File: config.mk
export PLATFORM = sky130hd
export DESIGN_NAME = seq_divider
export DESIGN_NICKNAME = d
export VERILOG_FILES = /design/src/rtl/seq_divider_pkg.sv /design/src/rtl/seq_divider_addsub.sv /design/src/rtl/seq_divider.sv
export SDC_FILE = /design/constraint.sdc
export NUM_CORES = 1
export LEC_CHECK = 0
export CAP_MARGIN = 20
export CORE_MARGIN = 4
export CORE_UTILIZATION = 45
export DETAILED_ROUTE_END_ITERATION = 12
export GPL_TIMING_DRIVEN = 0
export PLACE_DENSITY_LB_ADDON = 0.2
export SLEW_MARGIN = 30
export SYNTH_ARGS = -nofsm -noshare
export SYNTH_HDL_FRONTEND = slang
export SYNTH_SLANG_ARGS = --single-unit
File: constraint.sdc
create_clock -name clk -period 7.9 [get_ports clk]
set_input_delay 2.37 -clock clk [delete_from_list [all_inputs] [get_ports clk]]
set_output_delay 2.37 -clock clk [all_outputs]
set_load 0.01 [all_outputs]
File: src/rtl/seq_divider_pkg.sv
// rtl/seq_divider_pkg.sv - shared state encodings and width helpers for seq_divider
package seq_divider_pkg;

    typedef enum logic [1:0] {
        S_IDLE = 2'd0,
        S_CALC = 2'd1,
        S_DONE = 2'd2
    } state_t;

    // Bit counter width; a 1-bit divider still needs a 1-bit counter.
    function automatic int cnt_width(input int w);
        return (w > 1) ? $clog2(w) : 1;
    endfunction

endpackage

File: src/rtl/seq_divider_addsub.sv
// rtl/seq_divider_addsub.sv - parameterised adder/subtractor, ripple or carry-lookahead
//
// Ports:
//   a, b    operands, C_WIDTH bits
//   sub     1 = a - b (two's complement), 0 = a + b
//   result  C_WIDTH-bit sum/difference (carry out is not produced)
module seq_divider_addsub #(
    parameter int C_WIDTH = 16,
    parameter int USE_CLA = 1
) (
    input  logic [C_WIDTH-1:0] a,
    input  logic [C_WIDTH-1:0] b,
    input  logic               sub,
    output logic [C_WIDTH-1:0] result
);

    logic [C_WIDTH-1:0] bx;
    logic [C_WIDTH-1:0] p;
    logic [C_WIDTH-1:0] c;

    // Subtraction is a + ~b + 1: invert b and feed sub in as carry-in.
    assign bx     = b ^ {C_WIDTH{sub}};
    assign p      = a ^ bx;
    assign result = p ^ c;

    if (USE_CLA != 0) begin : g_cla
        logic term;
        logic ci;

        // Each carry is a flat sum of products of generate/propagate terms,
        // so no carry depends on another carry.
        always_comb begin
            c    = '0;
            term = 1'b0;
            ci   = 1'b0;
            c[0] = sub;
            for (int i = 1; i < C_WIDTH; i++) begin
                term = sub;
                for (int j = 0; j < i; j++) begin
                    term = term & p[j];
                end
                ci = term;
                for (int j = 0; j < i; j++) begin
                    term = a[j] & bx[j];
                    for (int k = j + 1; k < i; k++) begin
                        term = term & p[k];
                    end
                    ci = ci | term;
                end
                c[i] = ci;
            end
        end
    end else begin : g_ripple
        always_comb begin
            c    = '0;
            c[0] = sub;
            for (int i = 1; i < C_WIDTH; i++) begin
                c[i] = (a[i-1] & bx[i-1]) | (p[i-1] & c[i-1]);
            end
        end
    end

endmodule

File: src/rtl/seq_divider.sv
// rtl/seq_divider.sv - iterative restoring unsigned divider, one quotient bit per clock
//
// Ports:
//   clk          system clock, rising edge
//   reset        synchronous active-low reset
//   start        request, accepted only while ready=1
//   dividend     numerator, sampled on accept
//   divisor      denominator, sampled on accept
//   ready        high in IDLE
//   valid        one-cycle pulse when results update
//   quotient     result quotient, held until next valid
//   remainder    result remainder, held until next valid
//   div_by_zero  flags the held result as a divide by zero
module seq_divider #(
    parameter int C_WIDTH = 16,
    parameter int USE_CLA = 1
) (
    input  logic               clk,
    input  logic               reset,
    input  logic               start,
    input  logic [C_WIDTH-1:0] dividend,
    input  logic [C_WIDTH-1:0] divisor,
    output logic               ready,
    output logic               valid,
    output logic [C_WIDTH-1:0] quotient,
    output logic [C_WIDTH-1:0] remainder,
    output logic               div_by_zero
);

    import seq_divider_pkg::*;

    localparam int CW = cnt_width(C_WIDTH);

    state_t state;
    state_t next_state;

    // d_reg holds the unconsumed dividend bits at the top and collects
    // quotient bits at the bottom; after C_WIDTH shifts it is the quotient.
    logic [C_WIDTH-1:0] d_reg;
    logic [C_WIDTH-1:0] v_reg;
    logic [C_WIDTH-1:0] r_reg;
    logic [CW-1:0]      cnt;

    logic [C_WIDTH:0]   r_shift;
    logic [C_WIDTH:0]   diff;
    logic               q_bit;
    logic [C_WIDTH-1:0] r_next;
    logic [C_WIDTH-1:0] d_next;

    // Partial remainder is always below the divisor, so it fits C_WIDTH bits;
    // only the shifted trial value needs the extra bit.
    assign r_shift = {r_reg, d_reg[C_WIDTH-1]};

    seq_divider_addsub #(
        .C_WIDTH (C_WIDTH + 1),
        .USE_CLA (USE_CLA)
    ) u_sub (
        .a      (r_shift),
        .b      ({1'b0, v_reg}),
        .sub    (1'b1),
        .result (diff)
    );

    assign q_bit  = ~diff[C_WIDTH];
    assign r_next = q_bit ? diff[C_WIDTH-1:0] : r_shift[C_WIDTH-1:0];
    assign d_next = (d_reg << 1) | C_WIDTH'(q_bit);

    always_ff @(posedge clk) begin
        if (!reset) begin
            state <= S_IDLE;
        end else begin
            state <= next_state;
        end
    end

    always_comb begin
        next_state = state;
        ready      = 1'b0;
        valid      = 1'b0;
        case (state)
            S_IDLE: begin
                ready = 1'b1;
                if (start) begin
                    next_state = (divisor == '0) ? S_DONE : S_CALC;
                end
            end
            S_CALC: begin
                if (cnt == '0) begin
                    next_state = S_DONE;
                end
            end
            S_DONE: begin
                valid      = 1'b1;
                next_state = S_IDLE;
            end
            default: begin
                next_state = S_IDLE;
            end
        endcase
    end

    always_ff @(posedge clk) begin
        if (!reset) begin
            d_reg       <= '0;
            v_reg       <= '0;
            r_reg       <= '0;
            cnt         <= '0;
            quotient    <= '0;
            remainder   <= '0;
            div_by_zero <= 1'b0;
        end else begin
            case (state)
                S_IDLE: begin
                    if (start) begin
                        if (divisor != '0) begin
                            d_reg <= dividend;
                            v_reg <= divisor;
                            r_reg <= '0;
                            cnt   <= CW'(C_WIDTH - 1);
                        end else begin
                            quotient    <= '1;
                            remainder   <= dividend;
                            div_by_zero <= 1'b1;
                        end
                    end
                end
                S_CALC: begin
                    d_reg <= d_next;
                    r_reg <= r_next;
                    cnt   <= cnt - 1'b1;
                    // Publish on the edge entering DONE so results line up with valid.
                    if (cnt == '0) begin
                        quotient    <= d_next;
                        remainder   <= r_next;
                        div_by_zero <= 1'b0;
                    end
                end
                default: begin
                end
            endcase
        end
    end

endmodule

* Word-level counts from Yosys, hierarchy flattened
Cells that the tools add are included.
Storage, ports and cells: word-level logic and storage cells 344, output and inout port bits 35, register bits after elaboration 87, input port bits 35
Cells by class: add/sub/neg operators 1, bitwise logic cells 292, reductions and logical operators 9, eq/ne operators 6, multiplexer cells 28
Operator list (number):
- $mux W16 | 11
- $and A1 B1 Y1 | 151
- $or A1 B1 Y1 | 136
- $pmux W16 S2 | 4
- $xor A17 B17 Y17 | 2
- $not A16 Y17 | 1
- $logic_not A16 Y1 | 1
- $or A16 B1 Y16 | 1
- $reduce_bool A16 Y1 | 1
- $mux W4 | 2
- $ne A2 B2 Y1 const B | 4
- $pmux W4 S2 | 1
- $mux W2 | 3
- $reduce_and A3 Y1 | 2
- $mux W1 | 5
- $logic_not A4 Y1 | 1
- $pmux W2 S2 | 1
- $reduce_and A4 Y1 | 1
- $sub A4 B1 Y4 const B | 1
- $eq A2 B1 Y1 const B | 1
- $eq A2 B2 Y1 const B | 1
- $logic_not A2 Y1 | 1
- $pmux W1 S2 | 1
- $reduce_and A2 Y1 | 1
- other kinds (2) | 2

* Longest topological paths before layout
Gate-level depths: netlist (run 1).
depth in word-level cells 38, depth in mapped cells 12, depth with buffers taken out 11

* By module
Synthesis (run 1) repeated with hierarchy kept, for this count alone.
Unflattened totals: cell total of the unflattened synthesis 518, area, all modules 4929.7 um2
Modules (own cells, without submodules):
- seq_divider | area each 3916.3 um2, cells an instance 383, instances 1
- seq_divider_addsub | area each 1013.5 um2, cells an instance 135, instances 1

* Worst setup path after synthesis (run 1)
Ideal clock, no wire load.
path type in2reg, start input divisor[1], end register remainder[10], path slack 3.690 ns, stages 7, library setup time 0.137 ns, arrival time 4.073 ns, path through nor4_1 nand4_1 or3b_2 a21oi_1 buf_2 clkbuf_1 a31oi_1
On the way: word-level cells in the longest chain between the ends 3
RTL lines:
- from (decl) | line seq_divider.sv:22 | input logic [C_WIDTH-1:0] divisor,
- $reduce_bool A16 Y1 | line seq_divider.sv:115 | if (divisor != '0) begin
- $ne A2 B2 Y1 (no line)
- $reduce_and A4 Y1 (no line)
- to (signal assigned) | line seq_divider.sv:122 | remainder <= dividend;
- to (signal assigned) | line seq_divider.sv:134 | remainder <= r_next;
- to (decl) | line seq_divider.sv:26 | output logic [C_WIDTH-1:0] remainder,
Every way passes these cells. A chain may end at the register's enable or synchronous reset.

* Worst setup path in the final report (run 1)
start input divisor[1], end register remainder[4]
Same word-level chain as after synthesis.

==> results of run 1 <==
-- worst max-delay path: stages --
cell and delay, ns:
clkdlybuf4s50_1 0.42, nor4_1 0.38, nand4_1 0.29, or3b_2 0.53
a21oi_1 0.35, buf_2 0.32, clkbuf_1 0.43, a31oi_1 0.15
-- cell type report --
cell class	instances	area (sq um)	area share (%)
plain buffers	39	150	2.74
clock buffers	9	124	2.26
clock inverters	6	71.3	1.30
inverters	23	86.3	1.58
multi-input cells	416	2460	44.9
flip-flops and latches	87	1740	31.8
well taps	129	161	2.95
repair buffers	68	681	12.4
-- worst paths after layout --
check / start / slack [ns] / to / depth (start not counted)
setup / recovery: divisor[1] / 2.89 / remainder[4]$_SDFFE_PN0P_ / 8
setup reg to reg: d_reg[15]$_SDFFE_PN0P_ / 4.67 / remainder[3]$_SDFFE_PN0P_ / 11
hold / removal: v_reg[11]$_SDFFE_PN0P_ / 0.47 / v_reg[11]$_SDFFE_PN0P_ / 2
hold reg to reg: v_reg[11]$_SDFFE_PN0P_ / 0.47 / v_reg[11]$_SDFFE_PN0P_ / 2
-- report_power, final --
group          internal, uW  switching (uW)
clock                   147             168
sequential              483            32.8
combinational           192             275
-- layer usage --
metal / track usage [%] / part of all wire [%]
met1: 30.5 / 45
met2: 35.0 / 45
met3: 4.62 / 7.2
met4: 7.21 / 2.3
met5: 0 / 0
-- kinds of logic (layout without fill, tap and decap cells) --
kind of cell | Yosys count | in the layout
compound gates | 169 | 169
xor+xnor | 9 | 9
fa+ha+maj | 18 | 18
buf+inv | 62 | 145
flops | 87 | 87
mux | 1 | 1
simple gates | 219 | 219
-- per-stage QoR --
step                      area (sq um)  setup WS, ns  hold WS [ns]  utilization, %  std cells
after floorplan                   4440          3.69         0.443               -        565
after global placement            5280          2.69         0.455            56.1        762
after detailed placement          5280          2.57         0.460            56.1        762
after CTS                         5470          2.95         0.472            58.1        777
after global routing              5470          2.76         0.493            58.1        777
final                             5470          2.89         0.469            58.1        777
-- layout by cell type (no fill, tap or decap), types with 12 or more instances in the layout --
cell,count
dfxtp_1,87
clkbuf_1,36
a21boi_0,22
nor2_1,29
o211a_1,19
nand2_1,133
a31oi_1,34
o21ai_0,34
inv_1,23
nor3_1,12
ha_1,18
clkdlybuf4s50_1,68
==> out/summary.txt, run 1 <==
Synth Cell Area: 0.00444 sq mm
Initial Utilization: 47.1%
PwrDens: 237 mW/mm^2
Final Hold Fails: 0
CTS buffer count: 9
Area contributors post-synth: dfxtp_1 39%, nand2_1 11%, ha_1 5.1%
DIE WIDTH: 107 microns
DRT Pass-1 Iters: 5
Gr usage total: 22.2%
Max-slew violations: 0
# diodes: 0
Leakage power: 0.00226 uW
Setup tns final: 0 ns
Maximum vdd drop: 0.000145 V
Post-Synth Simple-Gate Area: 21.5%
Yosys reg bits: 87
Critical path peak fanout: 10
Slew @ Worst Pin: 0.911 ns
HPWL after detailed placement: 9730 microns
Largest net degree at the start of global routing: 16
Worst-skew pair later-pin latency: 0.37 ns
Iteration-0 DRC Markers: 305
Area Overhead vs Synth: 23.4%
H-tree levels: 3
Syn avg cell area: 7.85 sq um
Fin crit period: 5.01 ns
Synth Net Count: 618
Port buffer count: 68
Routed WL: 12,700 microns
Hold buffers post-CTS: 0
Worst-path clk slew: 0.09 ns
Net count, final: 697
Routability cong.: 0.914
Setup violators final: 0
Synth Area in Adders: 5.08%
Critical path type: input pin to flop
Hold Path Class: flop to flop
Multiplexer share of the synthesized area: 0.226%
Worst EP arrival: 5.24 ns
Startpoint types: input pin
Total chip power: 1300 uW
First-pass GRT wire length: 20,400 microns
Fillers: 899
Seq/Total Area, Yosys: 39.3%
Clock Tree Buf Depth: 2
Most used DFF post-synth: dfxtp_1
Clk sinks: 87
Period utilisation layout: 63.4%
Synth area leader: dfxtp_1
Post-synthesis cell count: 565
Fin Clk Skew: 0.00983 ns
Post-CTS Setup Repair Bufs: 0
Largest family of logic cells by synthesized area: compound AO/OA/AOI/OAI gates
Yosys top cell area share: 39.3%
Die area: 0.0115 sq mm
# rows: 35
Xor/xnor share of the synthesized area: 1.78%
Synth Area in Compound Gates: 26.9%
Outcome: finished clean
Vias: 4,462
# IOs: 70
Wire per inst: 16.4 microns
Count leader, synth: nand2_1
CTS resizes: 0
Fmax: 0.200 GHz
Initial antenna violation count: 0
Yosys warnings: 0
Via/cell ratio: 5.74
Crit end category: flop
RSZ-0062 raised after global routing: no
Die Height: 107 microns
Most frequent cells after synthesis: 133 x nand2_1, 87 x dfxtp_1, 36 x clkbuf_1, 34 x a31oi_1, 34 x o21ai_0
Max Cap Viol: 0
CTS tree: built
Share of layout cells above drive strength 1: 3.70%
Data required time of the worst path: 8.13 ns
Post-synth EDFFs: 0
Core Footprint: 0.00942 sq mm
Root Buffer: clkbuf_8
Number of global-route vias before repair: 4,166
Grt ovf: 0
Slew headroom: 39.3%
Final ANT Viol Nets: 0
Asr flop ratio synth: 0%
DR DRC count: 0
Synth cell types: 47
(Power assumes the default switching activity.)
==> inputs of run 2 (changes only) <==
==> constraint.sdc (replaced) <==
create_clock -name clk -period 4.6 [get_ports clk]
set_input_delay 1.38 -clock clk [delete_from_list [all_inputs] [get_ports clk]]
set_output_delay 1.38 -clock clk [all_outputs]
set_load 0.01 [all_outputs]
==> results of run 2 <==
The final DEF is identical to that of run 1. Status: finished clean.
Main changes from that run: setup slack after placement 2.57 ns -> 0.262 ns; setup slack after layout 2.89 ns -> 0.583 ns; register-to-register setup slack 4.67 ns -> 1.37 ns; total power 1300 uW -> 2230 uW; worst IR drop on VDD 0.000145 V -> 0.000249 V
==> inputs of run 3 (changes only) <==
--- a/config.mk
+++ b/config.mk
@@ -5,8 +5,7 @@
 export SDC_FILE = /design/constraint.sdc
 export NUM_CORES = 1
 export LEC_CHECK = 0
-export CAP_MARGIN = 20
-export CORE_MARGIN = 4
+export CORE_ASPECT_RATIO = 0.5
 export CORE_UTILIZATION = 45
 export DETAILED_ROUTE_END_ITERATION = 12
 export GPL_TIMING_DRIVEN = 0
==> out/summary.txt, run 3 (synthesis gave the netlist of run 1 again) <==
Most common library cell in the layout ignoring fill and taps: nand2_1 (unchanged)
Worst-path clk slew: 0.06 ns (was 0.09 ns)
Clock Tree Buf Depth: 2 (unchanged)
# rows: 25 (was 35)
Period utilisation layout: 87.6% (was 87.3%)
Fillers: 901 (was 899)
Iteration-0 DRC Markers: 445 (was 305)
Core Footprint: 0.00951 sq mm (was 0.00942 sq mm)
Fin Clk Skew: 0.00712 ns (was 0.00983 ns)
GR peak layer: met2 (unchanged)
Net count, final: 697 (unchanged)
DIE WIDTH: 142 microns (was 107 microns)
Final ANT Viol Nets: 0 (unchanged)
Slew headroom: 40.6% (was 39.3%)
RSZ-0062 raised after global routing: no (unchanged)
Sequential Power Share: 35.7% (was 39.8%)
Max Cap Viol: 0 (unchanged)
Vias: 4,355 (was 4,462)
Maximum vdd drop: 0.000156 V (was 0.000249 V)
Util after Layout: 59.0% (was 58.1%)
DR DRC count: 0 (unchanged)
Total chip power: 2490 uW (was 2230 uW)
Port buffer count: 68 (unchanged)
Setup violators final: 0 (unchanged)
Non-filler instance count after layout: 784 (was 777)
Worst path slowest cell: nor2_1 (was or3b_2)
GR Layer Usage met2: 38.0% (was 35.0%)
Final Hold Fails: 0 (unchanged)
Die Height: 72.2 microns (was 107 microns)
Wire per inst: 15.8 microns (was 16.4 microns)
H-tree levels: 3 (unchanged)
Die area: 0.0103 sq mm (was 0.0115 sq mm)
Via/cell ratio: 5.55 (was 5.74)
Hold buffers post-CTS: 0 (unchanged)
Sw Share: 33.6% (was 36.7%)
Initial antenna violation count: 0 (unchanged)
Most used cell, CP: clkbuf_1
Startpoint types: input pin (unchanged)
Post-CTS Setup Repair Bufs: 0 (unchanged)
Commonest cells after routing, fill and taps aside: 133 x nand2_1, 87 x dfxtp_1, 68 x clkdlybuf4s50_1 (unchanged)
Internal cell power: 1650 uW (was 1410 uW)
First-pass GRT wire length: 19,900 microns (was 20,400 microns)
Post-Place Cells: 768 (was 762)
Critical path peak fanout: 10 (unchanged)
Number of global-route vias before repair: 3,837 (was 4,166)
Outcome: finished clean (unchanged)
Crit-path max cell delay: 0.55 ns (was 0.53 ns)
# diodes: 0 (unchanged)
Leakage power: 0.00232 uW (was 0.00226 uW)
Gr usage total: 25.3% (was 22.2%)
Root Buffer: clkbuf_16 (was clkbuf_8)
# IOs: 70 (unchanged)
Worst-skew pair later-pin latency: 0.35 ns (was 0.37 ns)
DRT Pass-1 Iters: 5 (unchanged)
HPWL after detailed placement: 9400 microns (was 9730 microns)
Fin crit period: 4.03 ns (was 4.02 ns)
CTS tree: built (unchanged)
Clk pwr share: 32.2% (was 24.2%)
Met3 Use GR: 5.94% (was 4.62%)
CTS buffer count: 9 (unchanged)
Hold Path Class: flop to flop (unchanged)
Max-slew violations: 0 (unchanged)
Logic pwr share: 32.1% (was 36.0%)
Crit end category: flop (unchanged)
Fmax: 0.248 GHz (was 0.249 GHz)
Area Overhead vs Synth: 26.6% (was 23.4%)
Critical path type: input pin to flop (unchanged)
PwrDens: 443 mW/mm^2 (was 407 mW/mm^2)
Slew @ Worst Pin: 0.891 ns (was 0.911 ns)
CP cell instances: clkdlybuf4s50_1 > nor4_1 > nand4_1 > and3_1 > clkbuf_1 > nor2_1 > clkbuf_1 > nand2_1 > a21boi_0 (was clkdlybuf4s50_1 > nor4_1 > nand4_1 > or3b_2 > a21oi_1 > buf_2 > clkbuf_1 > a31oi_1)
CTS resizes: 0 (unchanged)
Grt ovf: 0 (unchanged)
Clk sinks: 87 (unchanged)
Setup tns final: 0 ns (unchanged)
Initial Utilization: 46.6% (was 47.1%)
Data required time of the worst path: 4.86 ns (was 4.83 ns)
Largest net degree at the start of global routing: 16 (unchanged)
Worst EP arrival: 4.29 ns (was 4.25 ns)
Share of layout cells above drive strength 1: 3.85% (was 3.70%)
P_sw: 836 uW (was 817 uW)
Met1 usage: 36.6% (was 30.5%)
Worst hold margin: 0.462 ns (was 0.469 ns)
Routability cong.: 0.859 (was 0.914)
Routed WL: 12,400 microns (was 12,700 microns)
run 3: metal layers:
metal | up-vias | part of all wire, %
met5 | - | 0
met4 | 0 | 0.80
met1 | 2026 | 49
li1 | 2153 | -
met2 | 164 | 42
met3 | 12 | 8.0
run 3: critical path: cells and delay by family:
kind	cells	cell delay [ns]
buffers and inverters	3	1.13
and+or+nand+nor	5	1.55
AOI/OAI and AO/OA	1	0.22
run 3: path summary, 6_finish.rpt:
| check | from | end | slack (ns) | depth (start not counted) |
|---|---|---|---|---|
| min reg2reg | v_reg[8]$_SDFFE_PN0P_ | v_reg[8]$_SDFFE_PN0P_ | 0.46 | 2 |
| min | v_reg[8]$_SDFFE_PN0P_ | v_reg[8]$_SDFFE_PN0P_ | 0.46 | 2 |
| max | divisor[2] | r_reg[10]$_SDFFE_PN0P_ | 0.57 | 9 |
| max reg2reg | d_reg[15]$_SDFFE_PN0P_ | r_reg[11]$_SDFFE_PN0P_ | 1.28 | 12 |
run 3: cell type report:
| type | instances | area, sq um | share of cell area (%) |
|---|---|---|---|
| inverters | 23 | 86.3 | 1.54 |
| clock buffers | 10 | 239 | 4.26 |
| well taps | 135 | 169 | 3.01 |
| clock inverters | 6 | 90.1 | 1.60 |
| flip-flops and latches | 87 | 1740 | 31.0 |
| repair buffers | 68 | 681 | 12.1 |
| plain buffers | 39 | 150 | 2.67 |
| multi-input cells | 416 | 2460 | 43.8 |
run 3: power groups by stage:
stage | registers (uW) | clock network, uW | logic, uW
floorplan | 897 | 0 | 543
global route | 896 | 841 | 881
finish | 889 | 802 | 799
detailed placement | 903 | 0 | 787
CTS | 887 | 808 | 790
global placement | 902 | 0 | 776
run 3: per-stage QoR:
stage / area (sq um) / worst slack, ns
after global routing: 5610 / 0.420
after global placement: 5290 / 0.236
after floorplan: 4440 / 1.38
final: 5610 / 0.571
after detailed placement: 5290 / 0.213
after CTS: 5610 / 0.550
